[src/rtl/vram_wr_pkg.sv]
// ---------------------------------------------------------------------------
// vram_wr_pkg
// Shared definitions for the OSD character-generator VRAM write scheduler.
//   C_VRAM_AW_DEF / C_VRAM_DW_DEF : default VRAM address / data widths
//   fill_state_e                  : fill engine state encoding
//   vram_wr_entry_t               : {addr,data} queue entry at default widths
// No ports (package).
// ---------------------------------------------------------------------------
package vram_wr_pkg;

  localparam int C_VRAM_AW_DEF = 10;
  localparam int C_VRAM_DW_DEF = 8;

  typedef enum logic {
    F_IDLE = 1'b0,
    F_RUN  = 1'b1
  } fill_state_e;

  typedef struct packed {
    logic [C_VRAM_AW_DEF-1:0] addr;
    logic [C_VRAM_DW_DEF-1:0] data;
  } vram_wr_entry_t;

endpackage

[src/rtl/vram_wr_arb_if.sv]
// ---------------------------------------------------------------------------
// vram_wr_arb_if
// Bus bundle between the CPU register block / video timing and vram_wr_arb.
//   CPU_WE_i, CPU_WAs_i, CPU_WDs_i       : CPU write strobe (level), addr, data
//   FILL_START_i, FILL_BASEs_i,
//   FILL_LENs_i, FILL_DATs_i             : fill engine request
//   BLANK_i, BLANK_ONLY_i                : write window control
//   VRAM_WE_o, VRAM_WAs_o, VRAM_WDs_o    : registered VRAM write port
//   CPU_FULL_o, DROP_o, FILL_BUSY_o,
//   FIFO_LVLs_o                          : status
// modport master : request side (drives the *_i signals)
// modport slave  : the scheduler (drives the *_o signals)
// ---------------------------------------------------------------------------
interface vram_wr_arb_if
  import vram_wr_pkg::*;
#(
  parameter int C_VRAM_AW = C_VRAM_AW_DEF,
  parameter int C_VRAM_DW = C_VRAM_DW_DEF,
  parameter int C_LVL_W   = 3
);

  logic                 CPU_WE_i;
  logic [C_VRAM_AW-1:0] CPU_WAs_i;
  logic [C_VRAM_DW-1:0] CPU_WDs_i;
  logic                 FILL_START_i;
  logic [C_VRAM_AW-1:0] FILL_BASEs_i;
  logic [C_VRAM_AW:0]   FILL_LENs_i;
  logic [C_VRAM_DW-1:0] FILL_DATs_i;
  logic                 BLANK_i;
  logic                 BLANK_ONLY_i;
  logic                 VRAM_WE_o;
  logic [C_VRAM_AW-1:0] VRAM_WAs_o;
  logic [C_VRAM_DW-1:0] VRAM_WDs_o;
  logic                 CPU_FULL_o;
  logic                 DROP_o;
  logic                 FILL_BUSY_o;
  logic [C_LVL_W-1:0]   FIFO_LVLs_o;

  modport master (
    output CPU_WE_i, CPU_WAs_i, CPU_WDs_i,
    output FILL_START_i, FILL_BASEs_i, FILL_LENs_i, FILL_DATs_i,
    output BLANK_i, BLANK_ONLY_i,
    input  VRAM_WE_o, VRAM_WAs_o, VRAM_WDs_o,
    input  CPU_FULL_o, DROP_o, FILL_BUSY_o, FIFO_LVLs_o
  );

  modport slave (
    input  CPU_WE_i, CPU_WAs_i, CPU_WDs_i,
    input  FILL_START_i, FILL_BASEs_i, FILL_LENs_i, FILL_DATs_i,
    input  BLANK_i, BLANK_ONLY_i,
    output VRAM_WE_o, VRAM_WAs_o, VRAM_WDs_o,
    output CPU_FULL_o, DROP_o, FILL_BUSY_o, FIFO_LVLs_o
  );

endinterface

[src/rtl/vram_wr_fifo.sv]
// ---------------------------------------------------------------------------
// vram_wr_fifo
// Synchronous in-order FIFO for queued CPU writes. A push while full is
// accepted when a pop happens in the same cycle.
//   clk_i, rst_i : clock, asynchronous active-high reset
//   push_i       : write din_i (ignored when full and not popping)
//   pop_i        : advance head (ignored when empty)
//   din_i        : entry to push
//   dout_o       : head entry (valid when !empty_o)
//   full_o       : occupancy == C_DEPTH
//   empty_o      : occupancy == 0
//   lvl_o        : registered occupancy
// ---------------------------------------------------------------------------
module vram_wr_fifo
  import vram_wr_pkg::*;
#(
  parameter int  C_DEPTH = 4,
  parameter type entry_t = vram_wr_entry_t
) (
  input  logic                     clk_i,
  input  logic                     rst_i,
  input  logic                     push_i,
  input  logic                     pop_i,
  input  entry_t                   din_i,
  output entry_t                   dout_o,
  output logic                     full_o,
  output logic                     empty_o,
  output logic [$clog2(C_DEPTH):0] lvl_o
);

  localparam int PW = $clog2(C_DEPTH);
  localparam int LW = PW + 1;
  localparam logic [PW-1:0] PTR_ONE = 1;
  localparam logic [LW-1:0] LVL_ONE = 1;
  localparam logic [LW-1:0] LVL_MAX = C_DEPTH;

  entry_t        mem_q [C_DEPTH];
  logic [PW-1:0] wr_ptr_q;
  logic [PW-1:0] rd_ptr_q;
  logic [LW-1:0] lvl_q;
  logic          do_push;
  logic          do_pop;

  assign full_o  = (lvl_q == LVL_MAX);
  assign empty_o = (lvl_q == '0);
  assign lvl_o   = lvl_q;
  assign dout_o  = mem_q[rd_ptr_q];

  assign do_pop  = pop_i & ~empty_o;
  // When full, wr_ptr == rd_ptr; the head is read before the slot is rewritten.
  assign do_push = push_i & (~full_o | do_pop);

  always_ff @(posedge clk_i or posedge rst_i) begin
    if (rst_i) begin
      wr_ptr_q <= '0;
      rd_ptr_q <= '0;
      lvl_q    <= '0;
    end else begin
      if (do_push) wr_ptr_q <= wr_ptr_q + PTR_ONE;
      if (do_pop)  rd_ptr_q <= rd_ptr_q + PTR_ONE;
      case ({do_push, do_pop})
        2'b10:   lvl_q <= lvl_q + LVL_ONE;
        2'b01:   lvl_q <= lvl_q - LVL_ONE;
        default: lvl_q <= lvl_q;
      endcase
    end
  end

  always_ff @(posedge clk_i) begin
    if (do_push) mem_q[wr_ptr_q] <= din_i;
  end

endmodule

[src/rtl/vram_wr_arb.sv]
// ---------------------------------------------------------------------------
// vram_wr_arb
// VRAM write scheduler for the OSD character generator. Converts CPU write
// strobe edges into queued writes, runs the hardware fill engine and grants
// at most one VRAM write per clock, CPU first, optionally only in blanking.
// Compile-time option: VRAM_FILL_EN -- when undefined the fill engine is
// absent, FILL_* inputs are ignored and FILL_BUSY_o is 0.
//   CK_i    : system clock
//   SYS_R_i : asynchronous active-high reset
//   bus     : vram_wr_arb_if.slave (CPU, fill, blanking inputs; VRAM write
//             port and status outputs)
// ---------------------------------------------------------------------------
module vram_wr_arb
  import vram_wr_pkg::*;
#(
  parameter int C_VRAM_AW    = C_VRAM_AW_DEF,
  parameter int C_VRAM_DW    = C_VRAM_DW_DEF,
  parameter int C_FIFO_DEPTH = 4
) (
  input  logic         CK_i,
  input  logic         SYS_R_i,
  vram_wr_arb_if.slave bus
);

  localparam int LW = $clog2(C_FIFO_DEPTH) + 1;

  typedef struct packed {
    logic [C_VRAM_AW-1:0] addr;
    logic [C_VRAM_DW-1:0] data;
  } entry_t;

  logic                 we_d_q;
  logic                 push;
  logic                 ok;
  logic                 pop;
  logic                 fill_gnt;
  logic                 fifo_full;
  logic                 fifo_empty;
  logic [LW-1:0]        fifo_lvl;
  entry_t               cpu_entry;
  entry_t               cpu_head;
  logic [C_VRAM_AW-1:0] fill_wa;
  logic [C_VRAM_DW-1:0] fill_wd;
  logic                 vram_we_d, vram_we_q;
  logic [C_VRAM_AW-1:0] vram_wa_d, vram_wa_q;
  logic [C_VRAM_DW-1:0] vram_wd_d, vram_wd_q;
  logic                 drop_d, drop_q;

  assign push      = bus.CPU_WE_i & ~we_d_q;
  assign ok        = ~bus.BLANK_ONLY_i | bus.BLANK_i;
  assign pop       = ok & ~fifo_empty;
  assign cpu_entry = '{addr: bus.CPU_WAs_i, data: bus.CPU_WDs_i};
  assign drop_d    = push & fifo_full & ~pop;

  vram_wr_fifo #(
    .C_DEPTH (C_FIFO_DEPTH),
    .entry_t (entry_t)
  ) u_fifo (
    .clk_i   (CK_i),
    .rst_i   (SYS_R_i),
    .push_i  (push),
    .pop_i   (pop),
    .din_i   (cpu_entry),
    .dout_o  (cpu_head),
    .full_o  (fifo_full),
    .empty_o (fifo_empty),
    .lvl_o   (fifo_lvl)
  );

`ifdef VRAM_FILL_EN
  localparam logic [C_VRAM_AW-1:0] ADDR_ONE = 1;
  localparam logic [C_VRAM_AW:0]   REM_ONE  = 1;

  fill_state_e          state_q, state_d;
  logic [C_VRAM_AW-1:0] fill_addr_q;
  logic [C_VRAM_AW:0]   fill_rem_q;
  logic [C_VRAM_DW-1:0] fill_dat_q;
  logic                 fill_run;
  logic                 fill_load;

  assign fill_load = (state_q == F_IDLE) & bus.FILL_START_i & (bus.FILL_LENs_i != '0);
  assign fill_gnt  = ok & fifo_empty & fill_run;
  assign fill_wa   = fill_addr_q;
  assign fill_wd   = fill_dat_q;

  always_ff @(posedge CK_i or posedge SYS_R_i) begin
    if (SYS_R_i) state_q <= F_IDLE;
    else         state_q <= state_d;
  end

  always_comb begin
    state_d = state_q;
    case (state_q)
      F_IDLE:  if (fill_load) state_d = F_RUN;
      F_RUN:   if (fill_gnt && fill_rem_q == REM_ONE) state_d = F_IDLE;
      default: state_d = F_IDLE;
    endcase
  end

  always_comb begin
    fill_run        = (state_q == F_RUN);
    bus.FILL_BUSY_o = fill_run;
  end

  // Range registers are only meaningful in F_RUN, which reset leaves.
  always_ff @(posedge CK_i) begin
    if (fill_load) begin
      fill_addr_q <= bus.FILL_BASEs_i;
      fill_rem_q  <= bus.FILL_LENs_i;
      fill_dat_q  <= bus.FILL_DATs_i;
    end else if (fill_gnt) begin
      fill_addr_q <= fill_addr_q + ADDR_ONE;
      fill_rem_q  <= fill_rem_q - REM_ONE;
    end
  end
`else
  logic unused_fill;

  assign unused_fill     = &{1'b0, bus.FILL_START_i, bus.FILL_BASEs_i,
                             bus.FILL_LENs_i, bus.FILL_DATs_i};
  assign fill_gnt        = 1'b0;
  assign fill_wa         = '0;
  assign fill_wd         = '0;
  assign bus.FILL_BUSY_o = 1'b0;
`endif

  // Grant: queued CPU write first, then fill; address/data hold when idle.
  always_comb begin
    vram_we_d = 1'b0;
    vram_wa_d = vram_wa_q;
    vram_wd_d = vram_wd_q;
    if (pop) begin
      vram_we_d = 1'b1;
      vram_wa_d = cpu_head.addr;
      vram_wd_d = cpu_head.data;
    end else if (fill_gnt) begin
      vram_we_d = 1'b1;
      vram_wa_d = fill_wa;
      vram_wd_d = fill_wd;
    end
  end

  always_ff @(posedge CK_i or posedge SYS_R_i) begin
    if (SYS_R_i) begin
      we_d_q    <= 1'b0;
      vram_we_q <= 1'b0;
      vram_wa_q <= '0;
      vram_wd_q <= '0;
      drop_q    <= 1'b0;
    end else begin
      we_d_q    <= bus.CPU_WE_i;
      vram_we_q <= vram_we_d;
      vram_wa_q <= vram_wa_d;
      vram_wd_q <= vram_wd_d;
      drop_q    <= drop_d;
    end
  end

  assign bus.VRAM_WE_o   = vram_we_q;
  assign bus.VRAM_WAs_o  = vram_wa_q;
  assign bus.VRAM_WDs_o  = vram_wd_q;
  assign bus.DROP_o      = drop_q;
  assign bus.CPU_FULL_o  = fifo_full;
  assign bus.FIFO_LVLs_o = fifo_lvl;

endmodule
[src/flat_wrapper.sv]
// flat-port wrapper written by rule: the top's interface ports become plain ports
module vram_wr_arb_flat import vram_wr_pkg::*;
#(
  parameter int C_VRAM_AW    = C_VRAM_AW_DEF,
  parameter int C_VRAM_DW    = C_VRAM_DW_DEF,
  parameter int C_FIFO_DEPTH = 4
)
  (CK_i, SYS_R_i, bus_CPU_WE_i, bus_CPU_WAs_i, bus_CPU_WDs_i, bus_FILL_START_i, bus_FILL_BASEs_i, bus_FILL_LENs_i, bus_FILL_DATs_i, bus_BLANK_i, bus_BLANK_ONLY_i, bus_VRAM_WE_o, bus_VRAM_WAs_o, bus_VRAM_WDs_o, bus_CPU_FULL_o, bus_DROP_o, bus_FILL_BUSY_o, bus_FIFO_LVLs_o);
  vram_wr_arb_if #(.C_VRAM_AW(C_VRAM_AW), .C_VRAM_DW(C_VRAM_DW)) bus_i ();
  input  logic CK_i;
  input  logic SYS_R_i;
  input wire logic [$bits(bus_i.CPU_WE_i)-1:0] bus_CPU_WE_i;
  input wire logic [$bits(bus_i.CPU_WAs_i)-1:0] bus_CPU_WAs_i;
  input wire logic [$bits(bus_i.CPU_WDs_i)-1:0] bus_CPU_WDs_i;
  input wire logic [$bits(bus_i.FILL_START_i)-1:0] bus_FILL_START_i;
  input wire logic [$bits(bus_i.FILL_BASEs_i)-1:0] bus_FILL_BASEs_i;
  input wire logic [$bits(bus_i.FILL_LENs_i)-1:0] bus_FILL_LENs_i;
  input wire logic [$bits(bus_i.FILL_DATs_i)-1:0] bus_FILL_DATs_i;
  input wire logic [$bits(bus_i.BLANK_i)-1:0] bus_BLANK_i;
  input wire logic [$bits(bus_i.BLANK_ONLY_i)-1:0] bus_BLANK_ONLY_i;
  output wire logic [$bits(bus_i.VRAM_WE_o)-1:0] bus_VRAM_WE_o;
  output wire logic [$bits(bus_i.VRAM_WAs_o)-1:0] bus_VRAM_WAs_o;
  output wire logic [$bits(bus_i.VRAM_WDs_o)-1:0] bus_VRAM_WDs_o;
  output wire logic [$bits(bus_i.CPU_FULL_o)-1:0] bus_CPU_FULL_o;
  output wire logic [$bits(bus_i.DROP_o)-1:0] bus_DROP_o;
  output wire logic [$bits(bus_i.FILL_BUSY_o)-1:0] bus_FILL_BUSY_o;
  output wire logic [$bits(bus_i.FIFO_LVLs_o)-1:0] bus_FIFO_LVLs_o;
  assign bus_i.CPU_WE_i = bus_CPU_WE_i;
  assign bus_i.CPU_WAs_i = bus_CPU_WAs_i;
  assign bus_i.CPU_WDs_i = bus_CPU_WDs_i;
  assign bus_i.FILL_START_i = bus_FILL_START_i;
  assign bus_i.FILL_BASEs_i = bus_FILL_BASEs_i;
  assign bus_i.FILL_LENs_i = bus_FILL_LENs_i;
  assign bus_i.FILL_DATs_i = bus_FILL_DATs_i;
  assign bus_i.BLANK_i = bus_BLANK_i;
  assign bus_i.BLANK_ONLY_i = bus_BLANK_ONLY_i;
  assign bus_VRAM_WE_o = bus_i.VRAM_WE_o;
  assign bus_VRAM_WAs_o = bus_i.VRAM_WAs_o;
  assign bus_VRAM_WDs_o = bus_i.VRAM_WDs_o;
  assign bus_CPU_FULL_o = bus_i.CPU_FULL_o;
  assign bus_DROP_o = bus_i.DROP_o;
  assign bus_FILL_BUSY_o = bus_i.FILL_BUSY_o;
  assign bus_FIFO_LVLs_o = bus_i.FIFO_LVLs_o;
  vram_wr_arb #(.C_VRAM_AW(C_VRAM_AW), .C_VRAM_DW(C_VRAM_DW), .C_FIFO_DEPTH(C_FIFO_DEPTH)) u_core (.CK_i(CK_i), .SYS_R_i(SYS_R_i), .bus(bus_i));
endmodule
[config.mk]
export PLATFORM = sky130hd
export DESIGN_NAME = vram_wr_arb_flat
export DESIGN_NICKNAME = d
export VERILOG_FILES = /design/src/rtl/vram_wr_pkg.sv /design/src/rtl/vram_wr_arb_if.sv /design/src/rtl/vram_wr_fifo.sv /design/src/rtl/vram_wr_arb.sv /design/src/flat_wrapper.sv
export SDC_FILE = /design/constraint.sdc
export NUM_CORES = 1
export LEC_CHECK = 0
export ABC_AREA = 0
export CORE_MARGIN = 8
export CORE_UTILIZATION = 53
export DETAILED_ROUTE_END_ITERATION = 8
export PLACE_DENSITY_LB_ADDON = 0.15
export SLEW_MARGIN = 20
export SYNTH_ARGS = -nofsm -noshare
export SYNTH_HDL_FRONTEND = slang
export SYNTH_SLANG_ARGS = --single-unit
[constraint.sdc]
create_clock -name CK_i -period 3.15 [get_ports CK_i]
set_input_delay 0.63 -clock CK_i [delete_from_list [all_inputs] [get_ports CK_i]]
set_output_delay 0.63 -clock CK_i [all_outputs]
set_load 0.01 [all_outputs]
==> results.ini, run 1 <==
[run_status]
status=complete, no violations

[synth]
synth_fp_nets=251
synth_commonest_cells=edfxtp_1 (72), dfrtp_1 (28), mux2_4 (18), mux4_2 (18), inv_1 (6)
yosys-top-cells-area=edfxtp_1 (55%), dfrtp_1 (18%), mux4_2 (10%), mux2_4 (6.8%), ha_1 (1.3%)
synthFlopType=edfxtp_1
syn_area_per_cell_sq_um=20.5
yosysMostFrequentCell=edfxtp_1
ys_types=32
ys_ff_latch=100
synth_enable_flop_cells=72
synth_top_area_cell=edfxtp_1
ys_seq_area_share_pct=72.4
synthCells=193
async_reset_ff_share_pct=28.0
synth_top_area_share_pct=54.6
syn_area_sq_um=3960
yosysWarnings=0

[floorplan]
die_height_microns=102
core_area_sq_um=7250
initial_core_util_pct=54.5
die_x_microns=102
fp.dieArea_sq_um=10500
ioPinCount=78
rows=31

[cells_and_area]
area_growth_pct=20.4
finalNonFillerCells=357
layout-drive-gt1-share_pct=24.4
nFillCells=515
layout.nets=311
diodes=0
fin_area_sq_um=4760

[clock_network]
ctsResizeCount=0
cts_tree=yes
hold_buffers=0
post_cts.repair.setup_buffers=0
cts_buffers=9
path_clk_slew_ps=80
clock-root-buffer=clkbuf_8
cts.htree.levels=3
clock_latency_ps=340
clockBufferDepth=2
clock-sinks=100

[placed_design]
dp_slack_ps=456
dp.cells=341
gp_routability_congestion=0.803
port_buffers=46
dpl_cell_area_sq_um=4550
dpl.hpwl_microns=4160

[detailed_routing]
num_vias=1864
drc=0
ant_nets=0
drt_first_pass_iters=4
drtIter0Drc=75
wl_microns=6520
wire_per_inst_microns=18.3
viasPerCell=5.22

[global_routing]
grt_pass1_vias=1992
grt_pass1_wl_microns=10500
track_usage_pct=13.7
grt_overflow=0
antenna_found_initial=0
grt_max_degree=29

[min_path]
hold_start=u_core.bus.VRAM_WDs_o[1]
hold_class=register to register

[setup_path]
start_kind=register
critical_path_class=register to output pin
crit_fanout=7
worst_ep_arrival_time_ps=1790
reg2reg_slack_ps=1270
crit_start=u_core.u_fifo.lvl_o[1]
cp-end-kind=output pin
r2r_start=u_core.u_fifo.rd_ptr_q[0]
required_ps=2520

[timing]
rsz0062_at_grt=no
max_slew_margin_pct=35.4
period_share_pct=76.7
timing.final.ws_setup_ps=735
fin_setup_tns_ps=0
setup-violations-final=0
tightest_slew_ps=970
fin_crit_ps=2420
hold_viol_final=0
slew_viol_final=0
clock.fmax_mhz=414
finClkSkew_ps=6.43

[pwr]
vdd_ir_drop_max_mv=0.413
power_density_nw_per_um2=879
p_total_mw=4.19
p_leak_nw=1.76

[job]
drv_cap=0

==> metrics by stage <==
| step | utilization [%] | hold slack, ps |
|---|---|---|
| finish | 65.7 | 516 |
| detailed placement | 62.8 | 494 |
| global route | 65.7 | 535 |
| global placement | 62.8 | 493 |
| CTS | 65.7 | 521 |
| floorplan | - | 512 |
==> path summary, 6_finish.rpt <==
kind / cells past startpoint / endpoint
min in group asynchronous: 3 / u_core.bus.VRAM_WAs_o[3]
hold reg to reg: 1 / u_core.bus.VRAM_WDs_o[1]
hold / removal: 1 / u_core.bus.VRAM_WDs_o[1]
setup / recovery: 3 / bus_CPU_FULL_o
setup reg to reg: 3 / u_core.bus.VRAM_WAs_o[9]
max in group asynchronous: 3 / u_core.bus.VRAM_WDs_o[1]
==> flip-flops by register name, summed over array words and instances, names as in the netlist <==
| register | cells |
|---|---|
| u_core.bus.DROP_o | 1 |
| u_core.u_fifo.mem_q | 72 |
| u_core.u_fifo.rd_ptr_q | 2 |
| u_core.bus.VRAM_WDs_o | 8 |
| u_core.bus.VRAM_WAs_o | 10 |
| u_core.u_fifo.wr_ptr_q | 2 |
| u_core.bus.VRAM_WE_o | 1 |
| u_core.u_fifo.lvl_o | 3 |
| u_core.we_d_q | 1 |
==> worst max-delay path, stage by stage, from the launching register on <==
cell	delay [ps]
dfrtp_1	460
nor2_1	230
and2_4	210
clkdlybuf4s50_1	540
==> report_power, final <==
group          internal [mW]  switching, mW  leakage, nW  total [mW]
sequential              1.69          0.223        0.983        1.92
clock                  0.446          0.406        0.105       0.852
combinational          0.889          0.531        0.673        1.42
==> routing by layer <==
metal	up-vias	GRT usage (%)	part of all wire, %
met1	952	17.1	44
met4	0	4.06	1.0
met5	-	0	0
met2	44	22.2	50
li1	859	-	-
met3	9	4.36	5.6
==> area by class of cell <==
| class | instances | area, sq um | share of cell area [%] |
|---|---|---|---|
| clock buffers | 11 | 131 | 2.76 |
| flip-flops and latches | 100 | 2860 | 60.1 |
| repair buffers | 56 | 536 | 11.2 |
| well taps | 99 | 124 | 2.60 |
| clock inverters | 5 | 77.6 | 1.63 |
| multi-input cells | 80 | 1010 | 21.2 |
| inverters | 6 | 22.5 | 0.473 |
==> cell usage in the layout, fill, tap and decap left out, types with 2 or more instances in the layout <==
cell type / count
clkdlybuf4s50_1: 46
dfrtp_1: 28
nor2_1: 5
mux2_4: 18
and2_1: 4
ha_1: 4
o211ai_1: 2
clkbuf_1: 2
a211o_1: 2
buf_4: 10
clkbuf_8: 9
edfxtp_1: 72
xnor2_1: 3
o21ai_1: 2
nand2_1: 5
inv_1: 6
mux4_2: 18
nand2b_1: 2
bufinv_16: 2
==> kinds of logic after synthesis <==
| group | synth area share (%) |
|---|---|
| and+or+nand+nor | 3.35 |
| other | 0.0948 |
| buffers and inverters | 2.15 |
| muxes | 17.4 |
| DFF | 72.4 |
| xor gates and xnor gates | 0.886 |
| AOI/OAI and AO/OA | 2.02 |
| adders and majority gates | 1.77 |
(Power assumes the default switching activity.)
==> run 2, diff against run 1 <==
- CORE_UTILIZATION: 53 -> 46
- clock period: 3.15 -> 2 ns (I/O delays scaled with it)
==> results.ini, run 2 (synthesis gave the netlist of run 1 again) <==
[clock_network]
clock_latency_ps=360  ; was 340 ps
cts_tree=yes  ; unchanged
clockBufferDepth=2  ; unchanged
path_clk_slew_ps=90  ; was 80 ps
clock-sinks=100  ; unchanged
cts.htree.levels=3  ; unchanged
clock-root-buffer=clkbuf_8  ; unchanged
cts_buffers=9  ; unchanged
hold_buffers=0  ; unchanged

[placed_design]
gp_routability_congestion=0.728  ; was 0.803
dpl.hpwl_microns=4510  ; was 4160 microns
port_buffers=46  ; unchanged

[setup_path]
max_stage_delay_ps=460  ; was 540 ps
critical_path_class=primary input to register  ; was register to output pin
r2r_start=u_core.u_fifo.lvl_o[1]  ; was u_core.u_fifo.rd_ptr_q[0]
worst_ep_arrival_time_ps=2200  ; was 1790 ps
worstPathCellList=clkdlybuf4s50_1 > and2b_2 > nor2_4 > nand2_1 > fa_1 > nor3b_2 > nand2_1 > o31a_1 > o211ai_1  ; was nor2_1 > and2_4 > clkdlybuf4s50_1
crit_buf_inv=1  ; unchanged
required_ps=2270  ; was 2520 ps
slowest_stage=clkdlybuf4s50_1  ; unchanged
cpMostUsedCell=nand2_1
crit_start=bus_BLANK_i  ; was u_core.u_fifo.lvl_o[1]
crit_family=simple AND/OR/NAND/NOR gates  ; was buffers and inverters
cp-end-kind=register  ; was output pin
start_kind=primary input  ; was register
crit_fanout=2  ; was 7

[detailed_routing]
drt_first_pass_iters=4  ; unchanged
ant_nets=0  ; unchanged
drc=0  ; unchanged
drtIter0Drc=70  ; was 75
wire_per_inst_microns=18.3  ; about the same
viasPerCell=4.99  ; was 5.22
wl_microns=6920  ; was 6520 microns
num_vias=1885  ; was 1864

[cells_and_area]
layout-drive-gt1-share_pct=30.0  ; was 24.4%
area_growth_pct=24.6  ; was 20.4%
largest_reg_flops=72  ; unchanged
layout_commonest_cell=edfxtp_1  ; unchanged
final_cell_mix=edfxtp_1 (72), clkdlybuf4s50_1 (45), dfrtp_1 (26)  ; was edfxtp_1 (72), clkdlybuf4s50_1 (46), dfrtp_1 (28), mux4_2 (18), mux2_4 (18)
diodes=0  ; unchanged
layout.nets=323  ; was 311
top_register=u_core.u_fifo.mem_q  ; unchanged
final_util_pct=57.6  ; was 65.7%

[min_path]
hold_class=primary input to asynchronous set/reset pin  ; was register to register

[pwr]
p_total_mw=6.80  ; was 4.19 mW
p_leak_nw=1.84  ; was 1.76 nW
power_density_nw_per_um2=1380  ; was 879 nW/um^2
vdd_ir_drop_max_mv=0.603  ; was 0.413 mV

[job]
drv_cap=0  ; unchanged

[timing]
whs_ps=420  ; was 516 ps
rsz0062_at_grt=no  ; unchanged
finClkSkew_ps=9.58  ; was 6.43 ps
slew_viol_final=0  ; unchanged
clock.fmax_mhz=518
hold_viol_final=0  ; unchanged
fin_crit_ps=1930
setup-violations-final=0  ; unchanged
period_share_pct=96.5

[floorplan]
rows=34  ; was 31
die_x_microns=109  ; was 102 microns
core_area_sq_um=8550  ; was 7250 sq um
ioPinCount=78  ; unchanged
die_height_microns=109  ; was 102 microns
fp.dieArea_sq_um=11800  ; was 10500 sq um
initial_core_util_pct=46.3  ; was 54.5%

[global_routing]
grt_pass1_wl_microns=11100  ; was 10500 microns
antenna_found_initial=0  ; unchanged
grt_overflow=0  ; unchanged
grt_max_degree=29  ; unchanged
grt_pass1_vias=2100  ; was 1992
track_usage_pct=12.7  ; was 13.7%

[run_status]
status=complete, no violations  ; unchanged

[run 2: final cells by class]
cell class / count / area, sq um
repair buffers: 68 / 674
multi-input cells: 80 / 1020
clock inverters: 7 / 90.1
well taps: 108 / 135
inverters: 6 / 22.5
clock buffers: 9 / 124
fillers: 660 / 3620
flip-flops and latches: 100 / 2870
[run 2: power by group]
part	total (mW)	internal (mW)	switching, mW
clock network	1.37	0.701	0.668
registers	2.90	2.67	0.232
logic	2.53	1.54	0.992
total	6.80	4.91	1.89
[run 2: stage by stage]
stage / worst slack [ps] / TNS, ps / std cells / cell area [sq um]
6_report: 70.9 / 0 / 378 / 4930
5_1_grt: 0.210 / 0 / 378 / 4930
4_1_cts: 87.5 / 0 / 377 / 4920
3_5_place_dp: -296 / -11530 / 359 / 4690
3_3_place_gp: -290 / -10970 / 359 / 4690
2_1_floorplan: -14.7 / -14.7 / 193 / 3960
[run 2: per-layer routing]
metal	track usage [%]	wire length, microns	vias to the layer above
met1	16.4	3200	952
met2	20.1	3300	40
met4	4.99	90	0
met3	3.37	328	10
li1	-	-	883
met5	0	0	-
[run 2: final timing paths]
kind	to	cells after the start	slack, ps
setup / recovery	u_core.u_fifo.lvl_o[2]	9	70
hold / removal	u_core.bus.VRAM_WAs_o[3]	3	420
setup reg to reg	u_core.u_fifo.lvl_o[1]	7	210
hold reg to reg	u_core.bus.VRAM_WDs_o[1]	1	520
max in group asynchronous	u_core.u_fifo.lvl_o[1]	3	1250
min in group CK_i	u_core.bus.VRAM_WDs_o[1]	1	520
[run 2: repair_timing]
action | 4_1_cts | 5_1_grt
endpoints found under the setup margin | 1 | 1
pin swaps | 0 | 1
gates resized for setup | 4 | 0
buffers inserted | 2 | 1
endpoints found under the hold margin | 0 | 0
[run 2: worst register-to-register path, stage by stage (launching register included)]
cell and delay (ps):
dfrtp_2 420, buf_4 160, nor3_2 240, nor2_4 60
nand2_1 70, fa_1 430, a211o_1 240, o21ai_1 110
